## config.mk

```make
export PLATFORM = sky130hd
export DESIGN_NAME = fp_exception_pipe
export DESIGN_NICKNAME = d
export VERILOG_FILES = /design/src/rtl/fp_exception_pipe.sv
export SDC_FILE = /design/constraint.sdc
export NUM_CORES = 1
export LEC_CHECK = 0
export BUFFER_PORTS_ARGS = -buffer_cell sky130_fd_sc_hd__buf_2
export CORE_ASPECT_RATIO = 1.4
export CORE_UTILIZATION = 40
export CTS_BUF_LIST = sky130_fd_sc_hd__clkbuf_16
export CTS_CLUSTER_SIZE = 16
export DETAILED_ROUTE_END_ITERATION = 16
export PLACE_DENSITY = 0.76
export SLEW_MARGIN = 15
export SYNTH_ARGS = -nofsm -noshare
export SYNTH_HDL_FRONTEND = slang
export SYNTH_SLANG_ARGS = --single-unit
```

## constraint.sdc

```tcl
create_clock -name clk -period 2.1 [get_ports clk]
set_input_delay 0 -clock clk [delete_from_list [all_inputs] [get_ports clk]]
set_output_delay 0 -clock clk [all_outputs]
set_load 0.02 [all_outputs]
```

## src/rtl/fp_exception_pipe.sv

```systemverilog
// rtl/fp_exception_pipe.sv - pipelined IEEE-754 MUL/DIV special-case and exception analyser
// Operands are classified into stage 0; the decision then rides a valid/ready pipe of STAGES registers.
module fp_exception_pipe #(
    parameter int IS_DOUBLE = 0,
    localparam int WIDTH    = (IS_DOUBLE != 0) ? 64 : 32,
    parameter int STAGES    = 2,
    parameter int CNT_W     = 8
) (
    input  logic             clk,
    input  logic             rst_n,
    input  logic             in_valid,
    output logic             in_ready,
    input  logic [WIDTH-1:0] op1,
    input  logic [WIDTH-1:0] op2,
    input  logic [1:0]       opcode,
    output logic             out_valid,
    input  logic             out_ready,
    output logic             out_invalid,
    output logic             out_divzero,
    output logic             out_illegal,
    output logic             out_special,
    output logic [WIDTH-1:0] out_special_val,
    input  logic             clr_sticky,
    output logic             sticky_invalid,
    output logic             sticky_divzero,
    output logic [CNT_W-1:0] err_count
);

    localparam int EXP_W  = (IS_DOUBLE != 0) ? 11 : 8;
    localparam int MANT_W = WIDTH - 1 - EXP_W;
    localparam logic [WIDTH-1:0] QNAN = {1'b0, {EXP_W{1'b1}}, 1'b1, {(MANT_W-1){1'b0}}};

    typedef enum logic [2:0] {
        CL_ZERO   = 3'd0,
        CL_DENORM = 3'd1,
        CL_NORM   = 3'd2,
        CL_INF    = 3'd3,
        CL_NAN    = 3'd4
    } cls_t;

    typedef struct packed {
        cls_t       c1;
        cls_t       c2;
        logic       sign;
        logic [1:0] opcode;
    } cls_rec_t;

    typedef struct packed {
        logic             invalid;
        logic             divzero;
        logic             illegal;
        logic             special;
        logic [WIDTH-1:0] val;
    } dec_t;

    function automatic cls_t classify(input logic [WIDTH-1:0] x);
        logic [EXP_W-1:0]  e;
        logic [MANT_W-1:0] m;
        cls_t              c;
        e = x[WIDTH-2 -: EXP_W];
        m = x[MANT_W-1:0];
        if (&e)
            c = (|m) ? CL_NAN : CL_INF;
        else if (e == '0)
            c = (|m) ? CL_DENORM : CL_ZERO;
        else
            c = CL_NORM;
        return c;
    endfunction

    function automatic dec_t decide(input cls_rec_t r);
        dec_t             d;
        logic             nan_any, inf1, inf2, zero1, zero2, fin1;
        logic [WIDTH-1:0] inf_v, zero_v;
        d       = '0;
        nan_any = (r.c1 == CL_NAN) | (r.c2 == CL_NAN);
        inf1    = (r.c1 == CL_INF);
        inf2    = (r.c2 == CL_INF);
        zero1   = (r.c1 == CL_ZERO);
        zero2   = (r.c2 == CL_ZERO);
        fin1    = (r.c1 == CL_DENORM) | (r.c1 == CL_NORM);
        inf_v   = {r.sign, {EXP_W{1'b1}}, {MANT_W{1'b0}}};
        zero_v  = {r.sign, {(WIDTH-1){1'b0}}};
        case (r.opcode)
            2'b01: begin
                if (nan_any | (zero1 & inf2) | (inf1 & zero2)) begin
                    d.invalid = 1'b1;
                end else if (inf1 | inf2) begin
                    d.special = 1'b1;
                    d.val     = inf_v;
                end else if (zero1 | zero2) begin
                    d.special = 1'b1;
                    d.val     = zero_v;
                end
            end
            2'b10: begin
                if (nan_any | (zero1 & zero2) | (inf1 & inf2)) begin
                    d.invalid = 1'b1;
                end else if (zero2 & fin1) begin
                    d.divzero = 1'b1;
                    d.special = 1'b1;
                    d.val     = inf_v;
                end else if (inf1) begin
                    d.special = 1'b1;
                    d.val     = inf_v;
                end else if (inf2 | zero1) begin
                    d.special = 1'b1;
                    d.val     = zero_v;
                end
            end
            2'b11: d.illegal = 1'b1;
            default: ;
        endcase
        if (d.invalid) begin
            d.special = 1'b1;
            d.val     = QNAN;
        end
        return d;
    endfunction

    logic [STAGES-1:0] vld_q;
    logic [STAGES-1:0] load;
    logic [STAGES-1:0] vin;
    cls_rec_t          s0_q;
    dec_t              out_dec;

    // A stage may load if any stage from it to the output is empty, or the output is taken.
    always_comb begin
        logic acc;
        acc  = out_ready;
        load = '0;
        for (int i = STAGES - 1; i >= 0; i--) begin
            acc     = acc | ~vld_q[i];
            load[i] = acc;
        end
    end

    assign vin      = (vld_q << 1) | STAGES'(in_valid);
    assign in_ready = load[0];

    always_ff @(posedge clk or negedge rst_n) begin
        if (!rst_n) begin
            vld_q <= '0;
            s0_q  <= '0;
        end else begin
            vld_q <= (load & vin) | (~load & vld_q);
            if (load[0] && in_valid)
                s0_q <= '{c1: classify(op1), c2: classify(op2),
                          sign: op1[WIDTH-1] ^ op2[WIDTH-1], opcode: opcode};
        end
    end

    generate
        if (STAGES > 1) begin : g_dec_pipe
            dec_t dec_q [1:STAGES-1];

            always_ff @(posedge clk or negedge rst_n) begin
                if (!rst_n) begin
                    for (int i = 1; i < STAGES; i++)
                        dec_q[i] <= '0;
                end else begin
                    if (load[1] && vld_q[0])
                        dec_q[1] <= decide(s0_q);
                    for (int i = 2; i < STAGES; i++)
                        if (load[i] && vld_q[i-1])
                            dec_q[i] <= dec_q[i-1];
                end
            end

            assign out_dec = dec_q[STAGES-1];
        end else begin : g_dec_direct
            assign out_dec = decide(s0_q);
        end
    endgenerate

    assign out_valid       = vld_q[STAGES-1];
    assign out_invalid     = out_valid & out_dec.invalid;
    assign out_divzero     = out_valid & out_dec.divzero;
    assign out_illegal     = out_valid & out_dec.illegal;
    assign out_special     = out_valid & out_dec.special;
    assign out_special_val = out_valid ? out_dec.val : '0;

    logic out_hs;
    logic err_evt;
    assign out_hs  = out_valid & out_ready;
    assign err_evt = out_hs & (out_invalid | out_divzero | out_illegal);

    // A handshaken event in the clear cycle survives the clear.
    always_ff @(posedge clk or negedge rst_n) begin
        if (!rst_n) begin
            sticky_invalid <= 1'b0;
            sticky_divzero <= 1'b0;
            err_count      <= '0;
        end else if (clr_sticky) begin
            sticky_invalid <= out_hs & out_invalid;
            sticky_divzero <= out_hs & out_divzero;
            err_count      <= err_evt ? CNT_W'(1) : '0;
        end else begin
            if (out_hs & out_invalid)
                sticky_invalid <= 1'b1;
            if (out_hs & out_divzero)
                sticky_divzero <= 1'b1;
            if (err_evt && !(&err_count))
                err_count <= err_count + 1'b1;
        end
    end

endmodule

```

== Word-level counts from Yosys, hierarchy flattened ==
Cells that the tools add are included.
Word-level totals
  output and inout port bits: 48
  bits of input ports: 71
  logic and storage cells: 106
  bits in registers: 57
Operators by class
  muxes and demuxes: 33
  bitwise logic cells: 34
  $add $sub $neg: 1
  reduce and logical (&&, ||, !) cells: 16
  equality and inequality tests: 9
Operators with widths (number)
  $mux 33: 8
  $pmux 33 s2: 1
  $reduce_or 23->1: 2
  $mux 32: 1
  $reduce_and 8->1: 3
  $logic_not 8->1: 2
  $mux 8: 2
  $mux 1: 14
  $and 1x1->1: 13
  $or 1x1->1: 13
  $mux 3: 4
  $eq 3x2->1 const B: 3
  $add 8x1->8 const B: 1
  $eq 3x3->1 const B: 2
  $logic_not 3->1: 2
  $reduce_bool 2->1: 3
  $and 2x2->2: 2
  $eq 2x2->1 const B: 2
  $mux 2: 2
  $eq 3x1->1 const B: 1
  $logic_and 1x1->1: 3
  $eq 2x1->1 const B: 1
  $not 1->1: 2
  $not 2->2: 1
  other kinds (5): 5

== Longest topological paths before layout ==
Gate-level depths: netlist of the first run.
  word-level depth: 8
  gate-level depth with buffers: 6
  mapped depth without buffers: 6

== Least setup slack after synthesis of the first run ==
Ideal clock, no wire load.
  kind: register to register
  start point: register err_count[0]
  end point: register err_count[4]
  setup time: 0.131 ns
  setup slack: 0.458 ns
  arrival: 1.511 ns
  path buffers: 0
  clock period less this slack: 1.642 ns
  stages on the path, launching flop included: 7
  required time: 1.969 ns
  path through: dfrtp_1 -> ha_1 -> nand3_1 -> o21ai_0 -> nor2_1 -> xnor2_1 -> nor2_1
On the way
  cells in the longest elaborated chain, start to end: 4
  elaborated cells between the ends (all ways): 7
  those cells by class: add/sub (1); mux (2); reduce/logical (4)
Ends and longest elaborated chain
  start, declared: RTL line 26  | output logic [CNT_W-1:0] err_count
  start signal, assigned: RTL line 197  | err_count <= err_evt ? CNT_W'(1) : '0;
  start signal, assigned: RTL line 204  | err_count <= err_count + 1'b1;
  parallel branches: the longest is 4 deep, another holds $add 8x1->8
Several ways; the timed one is not identified. The select of a mux whose other input is x is not followed.
A chain may end at the register's enable or synchronous reset.

== Final worst setup path of the first run ==
Same ends and word-level chain as after synthesis.

==> key figures, run 1 <==
Synth
  • Post-Synth Simple-Gate Area: 24.3%
  • Post-synth top area cell: dfrtp_1
  • Avg Inst Size Synth: between 8 and 9 um2
  • Sequential element share of the synthesized area: 36.3%
  • Most frequent cell after synthesis: buf_4
  • Post-synthesis compound-gate area fraction: 15.5%
  • Cell area after synthesis: 1860 um2
  • Xor/xnor cell area share of the yosys netlist: 2.82%
  • Post-synthesis cell type count: 46
  • Synth Instances: 209
  • Synth top area cells: dfrtp_1 36%, buf_4 12%, o21ai_0 4.3%, nor2_1 4.2%, nor4_1 3.4%
  • YS warnings: 0
  • Adder-cell share of the synthesized area: 2.69%
  • Mux cell area share after synthesis: 3.43%
  • Post-synth top area share: 36.3%
  • Post-synth EDFFs: 0
  • Prevailing post-synth register cell: dfrtp_1
  • Largest family of logic cells by synthesized area: simple AND/OR/NAND/NOR gates
  • Top post-synthesis cells by count: 30 x buf_4, 27 x dfrtp_1, 21 x nor2_1, 16 x o21ai_0, 13 x nand2_1
  • Post-synthesis async set-or-reset flop share: 100%
  • #FFs+latches synth: 27

Timing
  • Fmax: 0.591 GHz
  • Final setup viols: 0
  • Final Max Slew Viols: 0
  • Worst clock skew: 0.00249 ns
  • Hold Fails Final Rpt: 0
  • Max_slew headroom: 59.5%
  • Setup_tns: 0 ns
  • WHS: 0.0257 ns
  • Slew @ Worst Pin: 0.607 ns
  • Tcrit/Tclk final: 80.5%
  • Min Tclk post-route: 1.69 ns
  • RSZ-0062 raised after global routing: no

Worst setup path
  • CP arrival: 1.84 ns
  • CP required: roughly 2.3 ns
  • Buf/Inv on CP: 0
  • Crit path launch type: flip-flop
  • Crit path from: err_count[0]
  • CP max stage delay: 0.49 ns
  • Worst path cell trace: ha_1, nand3_1, o21ai_0, nor2_1, xnor2_1, nor2_1
  • Crit-path leading delay family: compound AO/OA/AOI/OAI gates
  • Slowest CP cell: o21ai_0
  • CP most frequent cell: nor2_1
  • End of the critical path: err_count[4]
  • Critical path class: flip-flop to flip-flop
  • Stages on the worst setup path: 6
  • Nature of the critical path endpoint: flip-flop
  • Reg-to-Reg End: err_count[4]
  • Crit path max fanout: 5
  • Flop-to-flop setup slack: 0.41 ns
  • Crit Reg-Reg Startpoint: err_count[0]
  • Worst R2R Path Depth: 6

Routing
  • 1st-iter DRT viols: 58
  • Routed wire length: 3.92 mm
  • Initial DRT Pass Iterations: 4
  • Vias per inst: between 4 and 5
  • Routed Antenna Nets: 0
  • WL per Instance: approximately 11 um
  • DRC viols: 0
  • Via count: 1783

Global routing
  • First-pass GRT wire length: 6.71 mm
  • Total track usage: 17.6%
  • Pin count of the biggest net entering global routing: 28
  • Initial antenna violation count: 0
  • Total gr overflow: 0
  • Vias in the first global route: 1719

CTS
  • CTS Root Cell: clkbuf_16
  • CTS Sinks: 27
  • Later-pin clock latency in the skew report: 0.26 ns
  • H-tree levels: 1
  • Post-CTS Resized: 0
  • Clock Tree Buf Depth: 2
  • Clk slew on worst S/H paths: 0.06 ns
  • CTS tree: yes
  • TritonCTS buffer count: 3

Placement
  • Port Buffer Count: 96
  • Cell Area, Placed: 2250 um2
  • Routability cong.: ~0.85
  • DP HPWL: 3.26 mm

Pwr
  • Peak supply drop: 282 uV
  • Power Density: roughly 600 nW/um2
  • Leakage: ~1.2 nW

Die
  • Row count: 29
  • Die height: 82.7 um
  • Die width: 59.6 um
  • Core box area: 4500 um2
  • Die Area: about 4900 um2
  • Starting Density: around two fifths
  • Io pins: ~120

Flow run
  • Max cap viols: 0

Finish
  • Area growth syn-to-layout: 27.3%
  • Final instance area: 2370 um2
  • Fillers: 456
  • Multi-input logic area: 988 um2
  • Nets: around 380
  • Layout cells sized above 1: 37.0%
  • ANT cells: 0
  • Sequential cell area: 676 um2

Hold path
  • HP Class: primary input to flip-flop
  • Hold wc startpoint: clr_sticky

Run status
  • Status: finished, final reports clean
[worst min path at each step]
stage	end	slack (ns)	depth (start not counted)
global placement	err_count[3]	0.03	1
global route	err_count[5]	0.05	2
finish	err_count[5]	0.03	2
floorplan	asynchronous set/reset pin	-0.30	0
detailed placement	err_count[6]	0.05	1
CTS	err_count[5]	0.03	2
[worst reg2reg max path, delay by kind of cell, from the launching register on]
kind | cells | cell delay, ns
and+or+nand+nor | 3 | 0.29
xor gates and xnor gates | 1 | 0.16
adders and majority gates | 1 | 0.23
AOI/OAI and AO/OA | 1 | 0.49
DFF | 1 | 0.41
[cell families (layout without fill, tap and decap cells)]
logic type	count (synthesis)	in the layout
muxes	6	6
xor gates and xnor gates	6	6
and+or+nand+nor	84	84
DFF	27	27
AOI/OAI and AO/OA	40	40
adders and majority gates	4	4
buffers and inverters	41	111
other	1	22
[through the flow]
step,power [mW],setup slack [ns],utilization (%),cells
2_1_floorplan,0.884,0.458,-,230
3_3_place_gp,0.979,0.524,50.0,354
3_5_place_dp,0.988,0.433,50.0,354
4_1_cts,1.43,0.423,52.6,362
5_1_grt,1.50,0.246,52.6,362
6_report,1.41,0.409,52.6,362
[cell type report]
class	instances	share of cell area [%]
Clock inverter	1	0.211
Inverter	7	1.11
Timing Repair Buffer	100	22.0
Multi-Input combinational cell	162	41.7
Sequential cell	27	28.5
Clock buffer	3	3.17
Tap cell	62	3.28
[cells in the final DEF, fill, tap and decap left out, types with 2 or more instances in the layout]
cell           synthesis  final
buf_2                  1     96
dfrtp_1               27     27
conb_1                 1     22
nor2_1                21     21
o21ai_0               16     16
nand2_1               13     13
nor4_1                10     10
nand4_1                8      8
inv_1                  7      7
and2_1                 6      6
nand3_1                5      5
o211ai_1               4      4
xnor2_1                4      4
or4_1                  4      4
ha_1                   4      4
dlygate4sd3_1          0      4
a21oi_1                3      3
mux2i_1                3      3
nor3_1                 3      3
mux2_2                 3      3
a22o_1                 3      3
clkbuf_16              0      3
nand3b_1               2      2
and3_1                 2      2
or3_1                  2      2
xor2_1                 2      2
o31ai_1                2      2
nand2b_1               2      2
a211oi_1               2      2
[sequential cells by signal, indices dropped and copies added, names as in the netlist, named ones only]
| name | cells |
|---|---|
| err_count | 8 |
| sticky_divzero | 1 |
| s0_q | 9 |
| g_dec_pipe.dec_q | 6 |
| sticky_invalid | 1 |
[repair_timing]
item | 4_1_cts | 5_1_grt
endpoints found under the hold margin | 30 | 0
setup buffers | 0 | 0
setup endpoints to repair | 0 | 0
hold buffers | 4 | 0
[metal layers]
metal	up-vias	GRT usage (%)	share of wire (%)
met5	-	0	0
met4	0	6.74	1.5
met3	5	2.34	5.7
met2	75	37.2	57
met1	816	16.0	36
li1	887	-	-
[report_power, final]
group          internal (mW)  switching, mW
Combinational          0.156          0.222
Clock                  0.257          0.174
Sequential             0.562         0.0428
No activity file was read; power rests on OpenSTA's default activity.
==> inputs of run 2 (changes only) <==
==> constraint.sdc (replaced) <==
create_clock -name clk -period 1.58 [get_ports clk]
set_input_delay 0 -clock clk [delete_from_list [all_inputs] [get_ports clk]]
set_output_delay 0 -clock clk [all_outputs]
set_load 0.02 [all_outputs]
==> run 2 against run 1 <==
Register-to-register slack got worse by 0.40 ns. Global-route usage rose by 0.097 points. Worst setup slack got worse by 0.40 ns. Final cell count rose by 3.0%. The flow now finishes with violations (design-rule violations). Combinational power rose by 50%.
==> key figures, run 2 (same netlist as run 1, synthesis figures left out) <==
Pwr
  • Leakage: 1.24 nW
  • Switching Fraction: a little under a third
  • Power Density: 775 nW/um2
  • Flop pwr share: 41.4%
  • Clock power share: slightly below 30%
  • Pint: 1.34 mW
  • Peak supply drop: 409 uV
  • NetSw: 598 uW
  • Proportion of power drawn by combinational gates: 29.3%

Timing
  • Final Max Slew Viols: 0
  • Max_slew headroom: 60.1%
  • RSZ-0062 raised after global routing: yes
  • Slew @ Worst Pin: between 0.5 and 0.6 ns
  • Worst clock skew: 0.00127 ns
  • Tcrit/Tclk final: between 90% and 100%
  • Min Tclk post-route: 1.57 ns
  • Hold Fails Final Rpt: 0
  • Fmax: 0.638 GHz
  • Setup_tns: 0 ns
  • WHS: 0.0260 ns
  • Final setup viols: 0
  • Final setup margin: 0.0118 ns

Worst setup path
  • Crit path launch type: flip-flop
  • Crit path max fanout: 4
  • CP max stage delay: between 0.4 and 0.5 ns
  • Crit-path leading delay family: compound AO/OA/AOI/OAI gates
  • Slowest CP cell: dfrtp_2
  • CP required: 1.76 ns
  • Worst path cell trace: or3_4, a21oi_1, nor2_1, o21a_1, a41oi_2
  • Buf/Inv on CP: 0
  • Nature of the critical path endpoint: flip-flop
  • Critical path class: flip-flop to flip-flop
  • CP arrival: roughly 1.8 ns

CTS
  • H-tree levels: 1
  • Clk slew on worst S/H paths: 0.06 ns
  • Later-pin clock latency in the skew report: 0.26 ns
  • CTS Root Cell: clkbuf_16
  • CTS Sinks: 27
  • CTS tree: yes
  • TritonCTS buffer count: 3
  • Clock Tree Buf Depth: 2

Die
  • Row count: 29
  • Io pins: 119
  • Die width: 59.6 um
  • Die Area: between 4000 and 5000 um2
  • Starting Density: 41.4%
  • Core box area: 4500 um2
  • Die height: 82.7 um

Global routing
  • Grt met2 use: 35.7%
  • Initial antenna violation count: 0
  • Total track usage: 17.7%
  • Vias in the first global route: 1730
  • GR Util met3: between 2 and 2.5%
  • M1 GR Usage: between 10% and 20%
  • First-pass GRT wire length: 6.85 mm
  • Total gr overflow: 0
  • Pin count of the biggest net entering global routing: 28
  • Grt peak-use layer: met2

Run status
  • Failing checks: design-rule violations
  • Status: finished, violations left

Placement
  • Place WS: 0.0543 ns
  • Routability cong.: between 0.9 and 1
  • DP HPWL: 3.32 mm
  • Inst Count DP: 360
  • Port Buffer Count: 96

Routing
  • Vias per inst: 4.86
  • 1st-iter DRT viols: 66
  • Routed Antenna Nets: 0
  • Initial DRT Pass Iterations: 10
  • WL per Instance: 11.2 um
  • Via count: 1812
  • DRC viols: 2
  • Routed wire length: 4.18 mm

Finish
  • Most common cell after layout, fill and taps aside: buf_2
  • Largest register FFs: 9
  • Highest-count cells in the layout ignoring fill and taps: 96 x buf_2, 23 x dfrtp_1, 22 x conb_1
  • Nets: 387
  • Layout cells sized above 1: 42.8%
  • ANT cells: 0
  • Biggest regs: s0_q x9, err_count x8, g_dec_pipe.dec_q x6
  • Non-Filler Instances: 373
  • Most flops, register: s0_q
  • Fillers: 455
  • Area growth syn-to-layout: 34.2%
  • Core Util, Final: between 50% and 60%

Flow run
  • Max cap viols: 0

Hold path
  • HP Class: primary input to flip-flop
-- run 2: path summary, 6_finish.rpt --
path                       cells after the start                    to                  from  slack [ns]
setup / recovery                               5  g_dec_pipe.dec_q[32]               s0_q[5]        0.01
hold / removal                                 2          err_count[5]            clr_sticky        0.03
setup reg to reg                               5  g_dec_pipe.dec_q[32]               s0_q[5]        0.01
hold reg to reg                                1  g_dec_pipe.dec_q[30]  g_dec_pipe.dec_q[30]        0.47
max in group asynchronous                      2               s0_q[3]                 rst_n        0.87
min in group asynchronous                      2          err_count[4]                 rst_n        0.28
-- run 2: timing repair --
item | 4_1_cts | 5_1_grt
hold buffers | 4 | 0
endpoints found under the hold margin | 30 | 0
setup buffers | 0 | 5
resized for setup | 0 | 13
setup endpoints to repair | 0 | 8
-- run 2: area by class of cell --
| class | count | area (um2) | share of cell area, % |
|---|---|---|---|
| Tap cell | 62 | 77.6 | 3.11 |
| Sequential cell | 27 | 681 | 27.3 |
| Clock buffer | 3 | 75.1 | 3.01 |
| Timing Repair Buffer | 111 | 603 | 24.1 |
| Clock inverter | 1 | 3.75 | 0.150 |
| Multi-Input combinational cell | 162 | 1030 | 41.3 |
| Inverter | 7 | 26.3 | 1.05 |
-- run 2: layer usage --
metal | wire [um] | vias up | part of all wire, %
met2 | 2310 | 79 | 55
met5 | 0 | - | 0
li1 | - | 907 | -
met3 | 238 | 7 | 5.7
met4 | 58 | 0 | 1.4
met1 | 1580 | 819 | 38
-- run 2: worst reg2reg max path, stage by stage (launching register included) --
cell	delay, ns
dfrtp_2	0.43
or3_4	0.42
a21oi_1	0.19
nor2_1	0.08
o21a_1	0.19
a41oi_2	0.18
-- run 2: through the flow --
step	power [mW]	cell area (um2)
finish	1.94	2500
detailed placement	1.33	2300
CTS	1.91	2410
global route	2.05	2500
floorplan	1.18	1940
global placement	1.32	2300
-- run 2: power by group through the flow --
stage	combinational (mW)	clock, mW	sequential, mW
6_report	0.568	0.566	0.803
5_1_grt	0.632	0.604	0.812
4_1_cts	0.529	0.581	0.798
3_5_place_dp	0.519	0	0.811
2_1_floorplan	0.359	0	0.817
3_3_place_gp	0.509	0	0.807
==> inputs of run 3 (changes only) <==
--- a/config.mk
+++ b/config.mk
@@ -8,7 +8,7 @@
 export BUFFER_PORTS_ARGS = -buffer_cell sky130_fd_sc_hd__buf_2
 export CORE_ASPECT_RATIO = 1.4
 export CORE_UTILIZATION = 40
-export CTS_BUF_LIST = sky130_fd_sc_hd__clkbuf_16
+export CTS_BUF_LIST = sky130_fd_sc_hd__clkbuf_8
 export CTS_CLUSTER_SIZE = 16
 export DETAILED_ROUTE_END_ITERATION = 16
 export PLACE_DENSITY = 0.76
==> run 3 against run 2 <==
Sequential power barely moved. First-iteration DRC count grew 15%. Final cell count decreased by 0.80%. Highest routed layer unchanged. Largest power group unchanged. Sequential share of layout area rose by 0.63 points. Clock power is 31% lower. Fmax grew 1.5%. Global-route usage fell by 0.16 points. Core utilization fell by 1.3 points. The flow still finishes with violations (design-rule violations). Critical path depth is the same. Non-clock buffer count down 3. Clock skew up 0.0027 ns. Worst setup slack gained 0.022 ns.
==> key figures, run 3 (same netlist as run 1, synthesis figures left out) <==
Run status
  • Status: finished, violations left
  • Failing checks: design-rule violations

Die
  • Die height: 82.7 um
  • Starting Density: a little over 40%
  • Die width: about 60 um
  • Die Area: between 4000 and 5000 um2
  • Io pins: 119
  • Core box area: between 4000 and 5000 um2
  • Row count: 29

Finish
  • Final instance area: 2440 um2
  • Sequential cell area: 681 um2
  • Most flops, register: s0_q
  • Core Util, Final: 54.3%
  • Largest register FFs: 9
  • Area growth syn-to-layout: 31.2%
  • Highest-count cells in the layout ignoring fill and taps: 96 x buf_2, 23 x dfrtp_1, 22 x conb_1
  • Most common cell after layout, fill and taps aside: buf_2
  • Layout cells sized above 1: 42.2%
  • Biggest regs: s0_q x9, err_count x8, g_dec_pipe.dec_q x6
  • Multi-input logic area: 1030 um2
  • Nets: 384
  • Fillers: 460
  • ANT cells: 0

Global routing
  • Grt peak-use layer: met2
  • First-pass GRT wire length: 6.82 mm
  • M1 GR Usage: between 10% and 20%
  • Total gr overflow: 0
  • Total track usage: ~18%
  • Grt met2 use: about 36%
  • Pin count of the biggest net entering global routing: 28
  • Initial antenna violation count: 0
  • Vias in the first global route: 1726
  • GR Util met3: 1.87%

Worst setup path
  • Crit Reg-Reg Startpoint: s0_q[5]
  • CP arrival: 1.75 ns
  • Nature of the critical path endpoint: flip-flop
  • Critical path class: flip-flop to flip-flop
  • CP required: between 1.5 and 2 ns
  • Crit path from: s0_q[5]
  • Slowest CP cell: dfrtp_2
  • Worst path cell trace: or3_4, o32ai_2, o211ai_1, o21a_1, a41oi_2
  • Crit path max fanout: 6
  • Crit path launch type: flip-flop
  • CP max stage delay: 0.45 ns

Pwr
  • NetSw: 583 uW
  • Leakage: 1.21 nW
  • Proportion of power drawn by combinational gates: 31.8%
  • Pint: 1.16 mW
  • Clock power share: 22.4%
  • Switching Fraction: 33.4%
  • Pwr Total: between 1.5 and 2 mW
  • Flop pwr share: 45.8%
  • Power Density: just over 700 nW/um2
  • Peak supply drop: 326 uV

Timing
  • Min Tclk post-route: 1.55 ns
  • Fmax: around 0.65 GHz
  • Max_slew headroom: 60.6%
  • Final setup viols: 0
  • Worst clock skew: 0.00398 ns
  • Hold Fails Final Rpt: 0
  • RSZ-0062 raised after global routing: yes
  • Tcrit/Tclk final: between 90 and 100%
  • Slew @ Worst Pin: 0.592 ns
  • Final Max Slew Viols: 0
  • Final setup margin: between 0.03 and 0.04 ns

Routing
  • DRC viols: 2
  • Initial DRT Pass Iterations: 10
  • WL per Instance: 11.0 um
  • Vias per inst: 4.89
  • Routed Antenna Nets: 0
  • Via count: 1811
  • Routed wire length: 4.08 mm
  • 1st-iter DRT viols: 76

Flow run
  • Max cap viols: 0

CTS
  • CTS Sinks: 27
  • TritonCTS buffer count: 3
  • CTS Root Cell: clkbuf_8
  • Clk slew on worst S/H paths: 0.09 ns
  • H-tree levels: 1
  • CTS tree: yes
  • Clock Tree Buf Depth: 2
  • Later-pin clock latency in the skew report: about 0.28 ns

Placement
  • Cell Area, Placed: 2300 um2
  • DP HPWL: 3.32 mm
  • Place WS: 0.0543 ns
  • Routability cong.: 0.903
  • Port Buffer Count: 96

Hold path
  • HP Class: primary input to flip-flop
  • Hold wc startpoint: clr_sticky
[run 3: cell types whose count changed in the layout (fill, tap and decap cells not counted)]
cell,delta
buf_4,-3
clkbuf_16,-3
clkbuf_8,+3
[run 3: final cells by class]
cell class | instances | area share (%)
multi-input combinational | 162 | 42.2
sequential | 27 | 27.9
timing repair buffer | 108 | 23.8
tap | 62 | 3.18
clock buffer | 3 | 1.69
inverter | 7 | 1.08
clock inverter | 1 | 0.154
[run 3: power groups by stage]
stage / Combinational [mW] / Sequential (mW) / Clock [mW]
global route: 0.621 / 0.811 / 0.419
floorplan: 0.359 / 0.817 / 0
CTS: 0.529 / 0.797 / 0.397
global placement: 0.509 / 0.807 / 0
finish: 0.557 / 0.801 / 0.391
detailed placement: 0.519 / 0.811 / 0
[run 3: metal layers]
layer  routed length, um  part of all wire, %  vias up
met4                  59                  1.4        0
met3                 230                  5.6        7
li1                    -                    -      901
met5                   0                    0        -
met1                1570                   39      824
met2                2220                   54       79
[run 3: worst paths after layout]
check                                  endpoint  slack, ns  cells after the start
setup reg to reg           g_dec_pipe.dec_q[32]       0.03                      5
hold reg to reg            g_dec_pipe.dec_q[30]       0.48                      1
max in group asynchronous               s0_q[3]       0.90                      2
setup / recovery           g_dec_pipe.dec_q[32]       0.03                      5
min in group asynchronous          err_count[3]       0.25                      2
hold / removal                     err_count[5]      0.003                      2
[run 3: timing repair]
action                     in CTS  in global routing
hold buffers                    4                  0
resized for setup               0                 13
setup endpoints to repair       0                  8
setup buffers                   0                  2
hold endpoints to repair       30                  0
[run 3: metrics by stage]
stage          setup TNS [ns]  cells  hold WS, ns
2_1_floorplan               0    230       -0.296
3_3_place_gp                0    360       0.0388
3_5_place_dp                0    360       0.0462
4_1_cts                     0    368      0.00310
5_1_grt                -0.111    370       0.0108
6_report                    0    370      0.00297
[run 3: worst max-delay path: cells and delay by family (launching register included)]
family / cells / cell delay, ns
compound gates: 4 / 0.61
flops: 1 / 0.45
simple gates: 1 / 0.41
